**src/rtl/tcp_slow_path_send_q_pkg.sv**
```systemverilog
// rtl/tcp_slow_path_send_q_pkg.sv - header, flow and slow-path send entry types
`ifndef IP_ADDR_W
`define IP_ADDR_W 32
`endif

package packet_struct_pkg;
    typedef struct packed {
        logic [15:0] src_port;
        logic [15:0] dst_port;
        logic [31:0] seq_num;
        logic [31:0] ack_num;
        logic [7:0]  flags;
        logic [15:0] window;
    } tcp_pkt_hdr;
endpackage

package tcp_pkg;
    localparam int FLOWID_W = 8;
endpackage

package tcp_misc_pkg;
    import packet_struct_pkg::*;
    import tcp_pkg::*;

    typedef struct packed {
        tcp_pkt_hdr              pkt;
        logic [FLOWID_W-1:0]     flowid;
        logic [`IP_ADDR_W-1:0]   src_ip;
        logic [`IP_ADDR_W-1:0]   dst_ip;
    } slow_path_send_entry_struct;
endpackage

```
**src/rtl/slow_path_send_q_mem.sv**
```systemverilog
// rtl/slow_path_send_q_mem.sv - flop array, one write port, one asynchronous read port
module slow_path_send_q_mem #(
    parameter int DEPTH = 4,
    parameter int WIDTH = 8
) (
    input  logic                     clk,
    input  logic                     wr_en,
    input  logic [$clog2(DEPTH)-1:0] wr_addr,
    input  logic [WIDTH-1:0]         wr_data,
    input  logic [$clog2(DEPTH)-1:0] rd_addr,
    output logic [WIDTH-1:0]         rd_data
);
    logic [WIDTH-1:0] mem [DEPTH];

    always_ff @(posedge clk) begin
        if (wr_en) begin
            mem[wr_addr] <= wr_data;
        end
    end

    assign rd_data = mem[rd_addr];
endmodule

```
**src/rtl/tcp_slow_path_send_q.sv**
```systemverilog
// rtl/tcp_slow_path_send_q.sv - FWFT slow-path send queue; SLOW_PATH_SEND_Q_STATS_EN adds stall_cnt/hwm
`ifndef IP_ADDR_W
`define IP_ADDR_W 32
`endif

module tcp_slow_path_send_q
    import packet_struct_pkg::*;
    import tcp_pkg::*;
    import tcp_misc_pkg::*;
#(
    parameter int DEPTH = 4
) (
    input  logic                        clk,
    input  logic                        rst,
    input  logic                        slow_path_send_pkt_enqueue_val,
    output logic                        slow_path_send_pkt_enqueue_rdy,
    input  tcp_pkt_hdr                  slow_path_send_pkt_enqueue_pkt,
    input  logic [FLOWID_W-1:0]         slow_path_send_pkt_enqueue_flowid,
    input  logic [`IP_ADDR_W-1:0]       slow_path_send_pkt_enqueue_src_ip,
    input  logic [`IP_ADDR_W-1:0]       slow_path_send_pkt_enqueue_dst_ip,
    output logic                        slow_path_send_q_tx_val,
    input  logic                        tx_slow_path_send_q_rdy,
    output slow_path_send_entry_struct  slow_path_send_q_tx_entry,
    output logic [$clog2(DEPTH):0]      slow_path_send_q_occupancy
`ifdef SLOW_PATH_SEND_Q_STATS_EN
    ,
    output logic [31:0]                 stall_cnt,
    output logic [$clog2(DEPTH):0]      hwm
`endif
);
    localparam int PTR_W = $clog2(DEPTH);
    localparam logic [PTR_W:0] FULL_CNT = DEPTH[PTR_W:0];

    logic [PTR_W-1:0]           wr_ptr;
    logic [PTR_W-1:0]           rd_ptr;
    logic [PTR_W:0]             occ;
    logic [PTR_W:0]             occ_next;
    logic                       enq_fire;
    logic                       deq_fire;
    slow_path_send_entry_struct wr_entry;

    // Ready and valid depend only on registered occupancy, so there is no bypass path.
    assign slow_path_send_pkt_enqueue_rdy = (occ < FULL_CNT);
    assign slow_path_send_q_tx_val        = (occ != '0);
    assign slow_path_send_q_occupancy     = occ;

    assign enq_fire = slow_path_send_pkt_enqueue_val & slow_path_send_pkt_enqueue_rdy;
    assign deq_fire = slow_path_send_q_tx_val & tx_slow_path_send_q_rdy;

    assign wr_entry = '{pkt:    slow_path_send_pkt_enqueue_pkt,
                        flowid: slow_path_send_pkt_enqueue_flowid,
                        src_ip: slow_path_send_pkt_enqueue_src_ip,
                        dst_ip: slow_path_send_pkt_enqueue_dst_ip};

    always_comb begin
        occ_next = occ;
        case ({enq_fire, deq_fire})
            2'b10:   occ_next = occ + 1'b1;
            2'b01:   occ_next = occ - 1'b1;
            default: occ_next = occ;
        endcase
    end

    always_ff @(posedge clk) begin
        if (rst) begin
            wr_ptr <= '0;
            rd_ptr <= '0;
            occ    <= '0;
        end else begin
            if (enq_fire) begin
                wr_ptr <= wr_ptr + 1'b1;
            end
            if (deq_fire) begin
                rd_ptr <= rd_ptr + 1'b1;
            end
            occ <= occ_next;
        end
    end

    slow_path_send_q_mem #(
        .DEPTH (DEPTH),
        .WIDTH ($bits(slow_path_send_entry_struct))
    ) u_mem (
        .clk     (clk),
        .wr_en   (enq_fire),
        .wr_addr (wr_ptr),
        .wr_data (wr_entry),
        .rd_addr (rd_ptr),
        .rd_data (slow_path_send_q_tx_entry)
    );

`ifdef SLOW_PATH_SEND_Q_STATS_EN
    // hwm tracks the post-update occupancy so it agrees with the occupancy output.
    always_ff @(posedge clk) begin
        if (rst) begin
            stall_cnt <= '0;
            hwm       <= '0;
        end else begin
            if (slow_path_send_pkt_enqueue_val && !slow_path_send_pkt_enqueue_rdy
                    && (stall_cnt != '1)) begin
                stall_cnt <= stall_cnt + 1'b1;
            end
            if (occ_next > hwm) begin
                hwm <= occ_next;
            end
        end
    end
`endif
endmodule

```
**config.mk**
```make
export PLATFORM = sky130hd
export DESIGN_NAME = tcp_slow_path_send_q
export DESIGN_NICKNAME = d
export VERILOG_FILES = /design/src/rtl/tcp_slow_path_send_q_pkg.sv /design/src/rtl/slow_path_send_q_mem.sv /design/src/rtl/tcp_slow_path_send_q.sv
export SDC_FILE = /design/constraint.sdc
export NUM_CORES = 1
export LEC_CHECK = 0
export CAP_MARGIN = 0
export CELL_PAD_IN_SITES_DETAIL_PLACEMENT = 1
export CELL_PAD_IN_SITES_GLOBAL_PLACEMENT = 1
export CORE_ASPECT_RATIO = 1.75
export CORE_MARGIN = 4
export CORE_UTILIZATION = 54
export CTS_BUF_LIST = sky130_fd_sc_hd__clkbuf_8
export CTS_CLUSTER_SIZE = 30
export DETAILED_ROUTE_END_ITERATION = 16
export PLACE_DENSITY = 0.86
export SLEW_MARGIN = 20
export SYNTH_ARGS = -nofsm -noshare
export SYNTH_HDL_FRONTEND = slang
export SYNTH_HIERARCHICAL = 1
export SYNTH_SLANG_ARGS = --single-unit
```
**constraint.sdc**
```tcl
create_clock -name clk -period 26.7 [get_ports clk]
set_input_delay 2.67 -clock clk [delete_from_list [all_inputs] [get_ports clk]]
set_output_delay 2.67 -clock clk [all_outputs]
set_load 0.005 [all_outputs]
```
==> impl_metrics.tcl <==
set metrics [dict create \
    final.min_clock_period_ps 6570 \
    yosysUniqueCellTypes 25 \
    dp_hpwl_um 41300 \
    final_cell_area_sq_um 34800 \
    setup_tns_ps 0 \
    numCtsBuffers 105 \
    die_w_um 181 \
    io_pins 393 \
    report.final.setup_viol 0 \
    post_synth.cell_area_avg_sq_um 27.1 \
    io_buffers 392 \
    p_leak_uw 0.0110 \
    yosys.area.top_type_share 0.816 \
    cts-resized-gates 0 \
    yosysMostFrequentCell "edfxtp_1" \
    powerDensity_nw_per_um2 94.2 \
    ant_nets 0 \
    rows 110 \
    syn2layout_area_growth_pct 23.1 \
    timing.fmax_mhz 152 \
    synthTopCellsByCount "edfxtp_1 (768), mux4_2 (192), buf_12 (20)" \
    via_per_inst 5.74 \
    start_util 0.548 \
    hold_buffers 0 \
    fin_skew_ps 36.3 \
    post-cts-setup-buffers 0 \
    cts_max_level 3 \
    synth_warnings 6 \
    nets 1715 \
    syn_inst 1043 \
    hp-class "flop to flop" \
    ir_worst_vdd_mv 0.0688 \
    cts.path.max_buffers 3 \
    antenna_found_initial 17 \
    cap_violations 0 \
    grt_overflow 0 \
    num_vias 13100 \
    insertion_delay_ps 700 \
    clkSlewWorstSetupHoldPaths_ps 70 \
    dieArea_sq_um 56200 \
    cp_max_fo 61 \
    cp-start-kind "flop" \
    final_util 0.675 \
    ys_seq_elements 775 \
    slew_violations 0 \
    arrival_ps 3900 \
    globalRouteMet3Util 0.0737 \
    synth_edf_count 768 \
    relSlewSlack 0.290 \
    grt_pass1_vias 14900 \
    tightest_slew_ps 1070 \
    synthArstFlopShare 0 \
    cts_tree "yes" \
    coreArea_sq_um 51600 \
    stdcell_count 2289 \
    status "finished, final reports clean" \
    synth_seq_area_share 0.821 \
    die_y_um 311 \
    synth_fp_nets 1241 \
    gr-max-usage-layer "met2" \
    rsz0062_at_grt "false" \
    critPathRequiredTime_ps 24030 \
    synth-main-ff-cell "edfxtp_1" \
    hold_violations 0 \
    met2_usage 0.438 \
    netlist_area_sq_um 28300 \
    grtUsageTotal 0.245 \
    use_met1 0.277 \
    fin_crit_sh 0.246 \
    placed_cells 2081 \
    placed_area_sq_um 32700 \
    wl_per_cell_um 29.6 \
    synthTopCellsByArea "edfxtp_1 (82%), mux4_2 (15%), buf_12 (1.4%)" \
    wirelength_um 67700 \
    place.gp.congestion 0.777 \
    end_kind "primary output" \
    yosys.area.top_type "edfxtp_1" \
    drc_errors 0 \
    layout-drive-gt1-share 0.222 \
    crit_type "flop to primary output" \
    grt_pass1_wl_um 101000 \
    clock_sinks 775 \
    grt_max_degree 121 \
    clockRootBuffer "clkbuf_8" \
    drt-pass1-iter-count 7 \
    drt_iter0_markers 913 \
]
==> per-layer routing <==
| metal | vias to the layer above | routed length (um) |
|---|---|---|
| li1 | 5516 | - |
| met1 | 6939 | 22600 |
| met2 | 561 | 37800 |
| met3 | 107 | 5290 |
| met4 | 6 | 1900 |
| met5 | - | 39 |
==> layout by cell type, fill, tap and decap left out, types with 2 or more instances in the layout <==
master and count:
and3b_4 2, nor2_1 7, a21oi_1 2, mux4_2 192, clkinvlp_4 4, edfxtp_1 768, dfxtp_4 2, clkinv_2 17
dfxtp_1 5, xnor2_1 2, diode_2 16, clkdlybuf4s50_1 392, clkbuf_8 107, clkinv_1 29, xor2_1 4, bufinv_16 8
buf_4 15, buf_12 2, inv_1 28, inv_8 2
==> path summary, 6_finish.rpt <==
check,end,depth (start not counted),from,slack (ps)
max,slow_path_send_q_tx_entry[135],4,rd_ptr[1],20130
max reg2reg,u_mem/mem[3][180],6,slow_path_send_q_occupancy[2],23350
min,slow_path_send_q_occupancy[1],2,slow_path_send_q_occupancy[1],620
min reg2reg,slow_path_send_q_occupancy[1],2,slow_path_send_q_occupancy[1],620
==> state kept, by name, indices dropped and copies added, names as in the netlist <==
| register | flops |
|---|---|
| u_mem/mem | 768 |
| slow_path_send_q_occupancy | 3 |
| rd_ptr | 2 |
| wr_ptr | 2 |
==> kinds of logic (layout without fill, tap and decap cells) <==
logic type | count (synthesis) | after routing | synth area share
muxes | 192 | 192 | 0.153
xor gates and xnor gates | 6 | 6 | 0.00186
AOI/OAI and AO/OA | 5 | 5 | 0.00142
adders and majority gates | 2 | 2 | 0.00115
other | 0 | 16 | 0
buffers and inverters | 48 | 606 | 0.0191
DFF | 775 | 775 | 0.821
and+or+nand+nor | 15 | 15 | 0.00283
==> power breakdown <==
| group | internal (uW) | total, uW | switching [uW] |
|---|---|---|---|
| clock network | 453 | 887 | 434 |
| logic | 480 | 852 | 372 |
| registers | 1490 | 1540 | 48.0 |
| total | 2430 | 3280 | 854 |
==> layout make-up <==
| cell class | instances | area (sq um) |
|---|---|---|
| diodes | 16 | 40.0 |
| clock buffers | 107 | 1470 |
| clock inverters | 84 | 582 |
| fillers | 3992 | 16800 |
| inverters | 5 | 18.8 |
| multi-input cells | 220 | 4550 |
| flip-flops and latches | 775 | 23200 |
| well taps | 672 | 841 |
| repair buffers | 410 | 4100 |
==> metrics by stage <==
stage | setup WS [ps] | hold slack, ps | power [uW]
2_1_floorplan | 9010 | 516 | 2050
3_3_place_gp | 20720 | 550 | 2380
3_5_place_dp | 20680 | 597 | 2420
4_1_cts | 20060 | 611 | 3320
5_1_grt | 19980 | 657 | 3430
6_report | 20130 | 616 | 3280
==> critical path: stages (launching register included) <==
cell and delay [ps]:
dfxtp_4 510, buf_4 730, buf_4 840, mux4_2 410
clkdlybuf4s50_1 560
Note: power is estimated with default switching activity, not from simulation.
